===== config.mk =====
export PLATFORM = sky130hd
export DESIGN_NAME = muxn_stream
export DESIGN_NICKNAME = d
export VERILOG_FILES = /design/src/rtl/muxn_stream.sv
export SDC_FILE = /design/constraint.sdc
export NUM_CORES = 1
export LEC_CHECK = 0
export ABC_CLOCK_PERIOD_IN_PS = 1700
export BUFFER_PORTS_ARGS = -buffer_cell sky130_fd_sc_hd__buf_2
export CAP_MARGIN = 30
export CORE_UTILIZATION = 39
export DETAILED_ROUTE_END_ITERATION = 12
export HOLD_SLACK_MARGIN = 0.02
export PLACE_DENSITY = 0.82
export SLEW_MARGIN = 20
export SYNTH_ARGS = -nofsm -noshare
export SYNTH_HDL_FRONTEND = slang
export SYNTH_SLANG_ARGS = --single-unit

===== constraint.sdc =====
create_clock -name clk -period 1.7 [get_ports clk]
set_input_delay 0.34 -clock clk [delete_from_list [all_inputs] [get_ports clk]]
set_output_delay 0.34 -clock clk [all_outputs]
set_load 0.005 [all_outputs]

===== src/rtl/muxn_stream.sv =====
// muxn_stream: N-input registered stream mux with fixed-select and round-robin modes
module muxn_stream #(
  parameter int WIDTH = 8,
  parameter int N = 4,
  localparam int SELW = $clog2(N)
) (
  input  logic                 clk,
  input  logic                 reset_n,
  input  logic                 rr,
  input  logic [SELW-1:0]      s,
  input  logic [N-1:0]         in_valid,
  input  logic [N*WIDTH-1:0]   in_data,
  output logic [N-1:0]         in_ready,
  output logic                 out_valid,
  output logic [WIDTH-1:0]     out_data,
  output logic [SELW-1:0]      out_sel,
  input  logic                 out_ready
);
  logic [SELW-1:0] ptr;
  logic [SELW-1:0] rr_idx;
  logic            rr_hit;
  logic            fix_hit;
  logic [SELW-1:0] gnt;
  logic            gnt_hit;
  logic            load_en;
  logic            take;
  assign load_en = !out_valid || out_ready;
  assign fix_hit = (int'(s) < N) && in_valid[s];
  // round-robin: first valid channel scanning upward from ptr with wrap; descending loop lets the nearest win
  always_comb begin
    rr_hit = 1'b0;
    rr_idx = '0;
    for (int k = N - 1; k >= 0; k--) begin
      if (in_valid[(int'(ptr) + k) % N]) begin
        rr_hit = 1'b1;
        rr_idx = SELW'((int'(ptr) + k) % N);
      end
    end
  end
  assign gnt_hit = rr ? rr_hit : fix_hit;
  assign gnt = rr ? rr_idx : s;
  assign take = reset_n && load_en && gnt_hit;
  assign in_ready = take ? ({{(N-1){1'b0}}, 1'b1} << gnt) : '0;
  // output register: load on transfer, empty on drain without refill, hold while stalled
  always_ff @(posedge clk) begin
    if (!reset_n) begin
      out_valid <= 1'b0;
      out_data <= '0;
      out_sel <= '0;
      ptr <= '0;
    end else if (take) begin
      out_valid <= 1'b1;
      out_data <= in_data[int'(gnt)*WIDTH +: WIDTH];
      out_sel <= gnt;
      ptr <= (int'(gnt) == N - 1) ? '0 : gnt + 1'b1;
    end else if (out_ready) begin
      out_valid <= 1'b0;
    end
  end
endmodule


Yosys cells after proc, flatten, opt, wreduce, memory -nomap -nowiden
Index checks and enable logic that the tools add are counted.
{"block": "totals", "mem_count": 0, "ramBits": 0, "latchBits": 0, "word_cells": 54, "inputBits": 42, "mem_bits_ro": 0, "output_inout_bits": 15, "regBits": 13}
{"block": "op_classes", "magnitude_cmp": 5, "n_mux": 27, "add_sub_neg": 4, "n_div": 0, "n_reduce_logical": 8, "eq_ne": 1, "bitwise": 3, "shifts": 2, "mul": 0}
{"cell": "variable part select 32 x 6 -> 8 bit", "count": 1}
{"cell": "2-to-1 mux 1 bit", "count": 15}
{"cell": "< comparator 3 x 4 -> 1 bit, second input constant", "count": 3}
{"cell": "2-to-1 mux 2 bit", "count": 6}
{"cell": "binary-select mux 1 bit (select 2 bit)", "count": 5}
{"cell": "< comparator 2 x 3 -> 1 bit, second input constant", "count": 2}
{"cell": "OR reduction 2 bit", "count": 3}
{"cell": "adder 2 x 1 -> 2 bit, second input constant", "count": 2}
{"cell": "adder 2 bit, second input constant", "count": 2}
{"cell": "2-to-1 mux 4 bit", "count": 1}
{"cell": "left shift 1 x 2 -> 4 bit, first input constant", "count": 1}
{"cell": "AND 1 bit, first input constant", "count": 3}
{"cell": "== test 2 x 1 -> 1 bit, second input constant", "count": 1}
{"cell": "logical AND 1 bit", "count": 2}
{"cell": "nonzero test 2 bit", "count": 1}
{"cell": "zero test 1 bit", "count": 1}
{"cell": "logical OR 1 bit", "count": 1}

Depth between registers and ports, before layout
{"block": "logic_depth", "depth_word": 13, "mapped_depth": 8, "mapped_depth_nobuf": 6}

Worst setup path before layout
No wires, ideal clock.
{"block": "synth_path", "path_type": "input-to-output", "start": "input port in_valid[2]", "end": "output port in_ready[0]", "path_slack_ps": 10, "arrival_ps": 1350, "path_buffers": 2, "t_required_ps": 1360, "stages": 7, "cell_sequence": "nor2b_1 a221o_1 o221ai_2 buf_8 buf_12 nand2_1 nor2b_1"}
{"block": "synth_via", "elab_chain_len": 10, "elab_cells_between_ends": 26, "cone_classes": "1 x shift; 24 x mux; 1 x reduce/logical"}
{"item": "from (decl)", "line": "11", "text": "input logic [N-1:0] in_valid,"}
{"item": "binary-select mux 1 bit (select 2 bit)", "line": "34", "text": "if (in_valid[(int'(ptr) + k) % N]) begin"}
{"item": "2-to-1 mux 1 bit (implied by the code) (2 in a row)", "line": "34"}
{"item": "2-to-1 mux 2 bit / 2-to-1 mux 1 bit (equally long branches) (4 in a row)", "line": "34"}
{"item": "2-to-1 mux 2 bit / 2-to-1 mux 1 bit (equally long branches)", "line": "41, 40"}
{"item": "left shift 1 x 2 -> 4 bit / logical AND 1 bit (equally long branches)", "line": "43, 42"}
{"item": "2-to-1 mux 4 bit (*)", "line": "43", "text": "assign in_ready = take ? ({{(N-1){1'b0}}, 1'b1} << gnt) : '0;"}
{"item": "to (decl)", "line": "13", "text": "output logic [N-1:0] in_ready,"}
Every way passes the cells marked *; elsewhere a longest branch is shown, timed or not. The select of a mux whose other input is x is not followed.

Worst setup path after layout
{"block": "layout_path", "start": "register ptr[0]", "end": "output port in_ready[3]"}
{"block": "layout_via", "elab_chain_len": 11, "elab_cells_between_ends": 27, "cone_classes": "3 x add/sub; 1 x shift; 22 x mux; 1 x reduce/logical"}
{"item": "from (decl)", "line": "19", "text": "logic [SELW-1:0] ptr;"}
{"item": "from (signal assigned)", "line": "55", "text": "ptr <= (int'(gnt) == N - 1) ? '0 : gnt + 1'b1;"}
{"item": "adder 2 bit", "line": "34, 36"}
{"item": "binary-select mux 1 bit (select 2 bit)", "line": "34"}
{"item": "2-to-1 mux 1 bit (implied by the code) (2 in a row)", "line": "34"}
{"item": "2-to-1 mux 2 bit / 2-to-1 mux 1 bit (equally long branches) (4 in a row)", "line": "34"}
{"item": "2-to-1 mux 2 bit / 2-to-1 mux 1 bit (equally long branches)", "line": "41, 40"}
{"item": "left shift 1 x 2 -> 4 bit / logical AND 1 bit (equally long branches)", "line": "43, 42"}
{"item": "2-to-1 mux 4 bit (*)", "line": "43"}
Marks and branches as above.

==> impl_metrics.env <==
export IMPL_drive_gt1_frac=0.652
export IMPL_ant_nets=0
export IMPL_leakage_nw=0.852
export IMPL_start_util=0.427
export IMPL_tightest_slew_ns=0.253
export IMPL_grt_max_degree=14
export IMPL_hold_ws_ns=0.383
export IMPL_finalWirelength_mm=3.10
export IMPL_cts_max_path_buffers=2
export IMPL_cp_arrival_ns=1.56
export IMPL_status="finished with violations"
export IMPL_path_class="flip-flop to output pin"
export IMPL_crit_fanout=3
export IMPL_total_power_mw=1.12
export IMPL_routedWlPerCell_um=15.1
export IMPL_layoutNonFillerInstCount=206
export IMPL_clock_root_buffer="clkbuf_4"
export IMPL_numPortBuffers=56
export IMPL_drv_slew=0
export IMPL_fmax_ghz=0.526
export IMPL_pre_cts_ws_ns=-0.194
export IMPL_antennaDiodeCount=0
export IMPL_yosys_register_bits=13
export IMPL_grt_pass1_vias=1069
export IMPL_hp_class="input port to flip-flop"
export IMPL_violations="negative setup slack"
export IMPL_final_setup_worst_slack_ns=-0.203
export IMPL_clk_pin_slew_ns=0.08
export IMPL_grt_total_usage=0.232
export IMPL_clk_insertion_delay_late_ns=0.28
export IMPL_gp_congestion=0.680
export IMPL_avgViaCountPerCell=5.29
export IMPL_numCtsBuffers=3
export IMPL_io_pins=57
export IMPL_fill_cells=169
export IMPL_startpoint_type="flip-flop"
export IMPL_required_ns=1.36
export IMPL_vias=1089
export IMPL_grt_ovfl_total=0
export IMPL_syn_area_um2=972
export IMPL_placed_cells=192
export IMPL_cts_max_level=1
export IMPL_yosysSeqAreaShare=0.268
export IMPL_dieArea_um2=2700
export IMPL_drc=0
export IMPL_ir_drop_mv=0.622
export IMPL_finClkSkew_ns=0.00401
export IMPL_core_area_um2=2280
export IMPL_rsz0062_at_grt="yes"
export IMPL_antenna_found_initial=0
export IMPL_synth_distinct_cells=26
export IMPL_ys_warn_count=0
export IMPL_hold_viol=0
export IMPL_finalCritPeriodShare=1.12
export IMPL_syn_avg_cell_area_um2=9.82
export IMPL_timing_slew_headroom=0.831
export IMPL_finalSetupViolCount=12
export IMPL_synth_cells=99
export IMPL_power_density_nw_per_um2=677
export IMPL_grt_pass1_wl_mm=4.57
export IMPL_die_x_um=51.9
export IMPL_timing_final_crit_period_ns=1.90
export IMPL_clock_sinks=13
export IMPL_dp_hpwl_mm=2.07
export IMPL_cts_tree="yes"
export IMPL_final_nets=221
export IMPL_rows=17
export IMPL_syn_num_nets=141
export IMPL_dieHeight_um=51.9
export IMPL_first_pass_iters=4
export IMPL_syn_to_final_growth_pct=70.8
export IMPL_drv_cap=0
export IMPL_drtIter0Drc=21
export IMPL_end_kind="output pin"
export IMPL_tns_ns=-1.07
cell usage in the layout (no fill, tap or decap), types with 2 or more instances in the layout:
master,n
buf_2,51
mux2i_1,22
buf_4,17
dfxtp_1,11
nand2_1,9
buf_6,9
mux2_4,8
nand2b_1,5
a21oi_2,3
inv_1,3
clkbuf_4,3
nand2b_4,2
o21ai_2,2
nor2b_4,2
a21oi_1,2
mux2i_2,2
buf_12,2
dfxtp_4,2
metal layers:
layer  global-route usage  up-vias  wire [µm]
li1                     -      514          -
met1                0.256      512       1130
met2                0.429       56       1710
met3               0.0673        7        205
met4               0.0541        0         62
met5                    0        -          0
worst paths after layout:
kind / slack (ns) / cells after the start / endpoint / start
max reg2reg: -0.08 / 8 / out_data[4] / ptr[0]
max: -0.20 / 6 / in_ready[3] / ptr[0]
min: 0.38 / 3 / out_sel[0] / reset_n
min reg2reg: 0.46 / 2 / out_data[2] / out_data[2]
per-stage QoR:
stage,util,cell area (µm²)
floorplan,-,972
global placement,0.601,1370
detailed placement,0.601,1370
CTS,0.685,1560
global route,0.730,1660
finish,0.730,1660
state kept, by name, indices dropped and copies added, names as in the netlist:
signal,flops
out_data,8
out_sel,2
ptr,2
out_valid,1
what timing repair did:
item | in CTS | in global routing
cloned | 0 | 1
endpoints found under the hold margin | 0 | 0
resized for setup | 28 | 18
hold buffers | 0 | 0
setup endpoints to repair | 7 | 16
buffers inserted | 8 | 2
pin swaps | 5 | 2
Yosys cell counts:
cell,instances,area share
nand3_1,1,0.0051
mux2_2,4,0.046
mux2i_1,24,0.25
inv_1,4,0.015
dfxtp_1,13,0.27
buf_2,2,0.010
a21oi_1,6,0.031
nand2b_1,7,0.045
a31o_2,1,0.0090
clkbuf_1,1,0.0039
o21ai_0,4,0.021
buf_12,1,0.021
buf_8,1,0.015
and2b_1,1,0.0077
a2111oi_4,1,0.028
a221o_1,1,0.010
nor2_1,3,0.012
nand2_1,11,0.042
xnor2_1,1,0.0090
nor2b_1,3,0.019
o221ai_2,1,0.015
nor4_1,1,0.0064
mux4_1,1,0.027
mux2_4,4,0.062
o22ai_2,1,0.013
o211a_1,1,0.010
logic make-up (layout without fill, tap and decap cells):
logic type	after synthesis	in the layout	share of synthesized area
muxes	33	33	0.382
and+or+nand+nor	27	27	0.138
xor gates and xnor gates	1	1	0.00901
AOI/OAI and AO/OA	16	16	0.138
DFF	13	13	0.268
buffers and inverters	9	88	0.0656
report_power, final:
group          internal, mW  total, mW  switching [mW]
clock                0.0911      0.199           0.108
combinational         0.326      0.545           0.219
sequential            0.349      0.379          0.0302
worst max-delay path: stages, from the launching register on:
cell	delay, ns
dfxtp_4	0.38
inv_4	0.04
a221o_1	0.38
o221ai_4	0.11
nand2b_4	0.21
nor2_2	0.04
buf_2	0.12
final cells by class:
type / instances / area, µm² / share of cell area
Multi-Input combinational cell: 77 / 764 / 0.460
Timing Repair Buffer: 80 / 549 / 0.331
Clock buffer: 4 / 26.3 / 0.0158
Tap cell: 28 / 35.0 / 0.0211
Sequential cell: 13 / 268 / 0.161
Inverter: 4 / 17.5 / 0.0106
(Power assumes the default switching activity.)
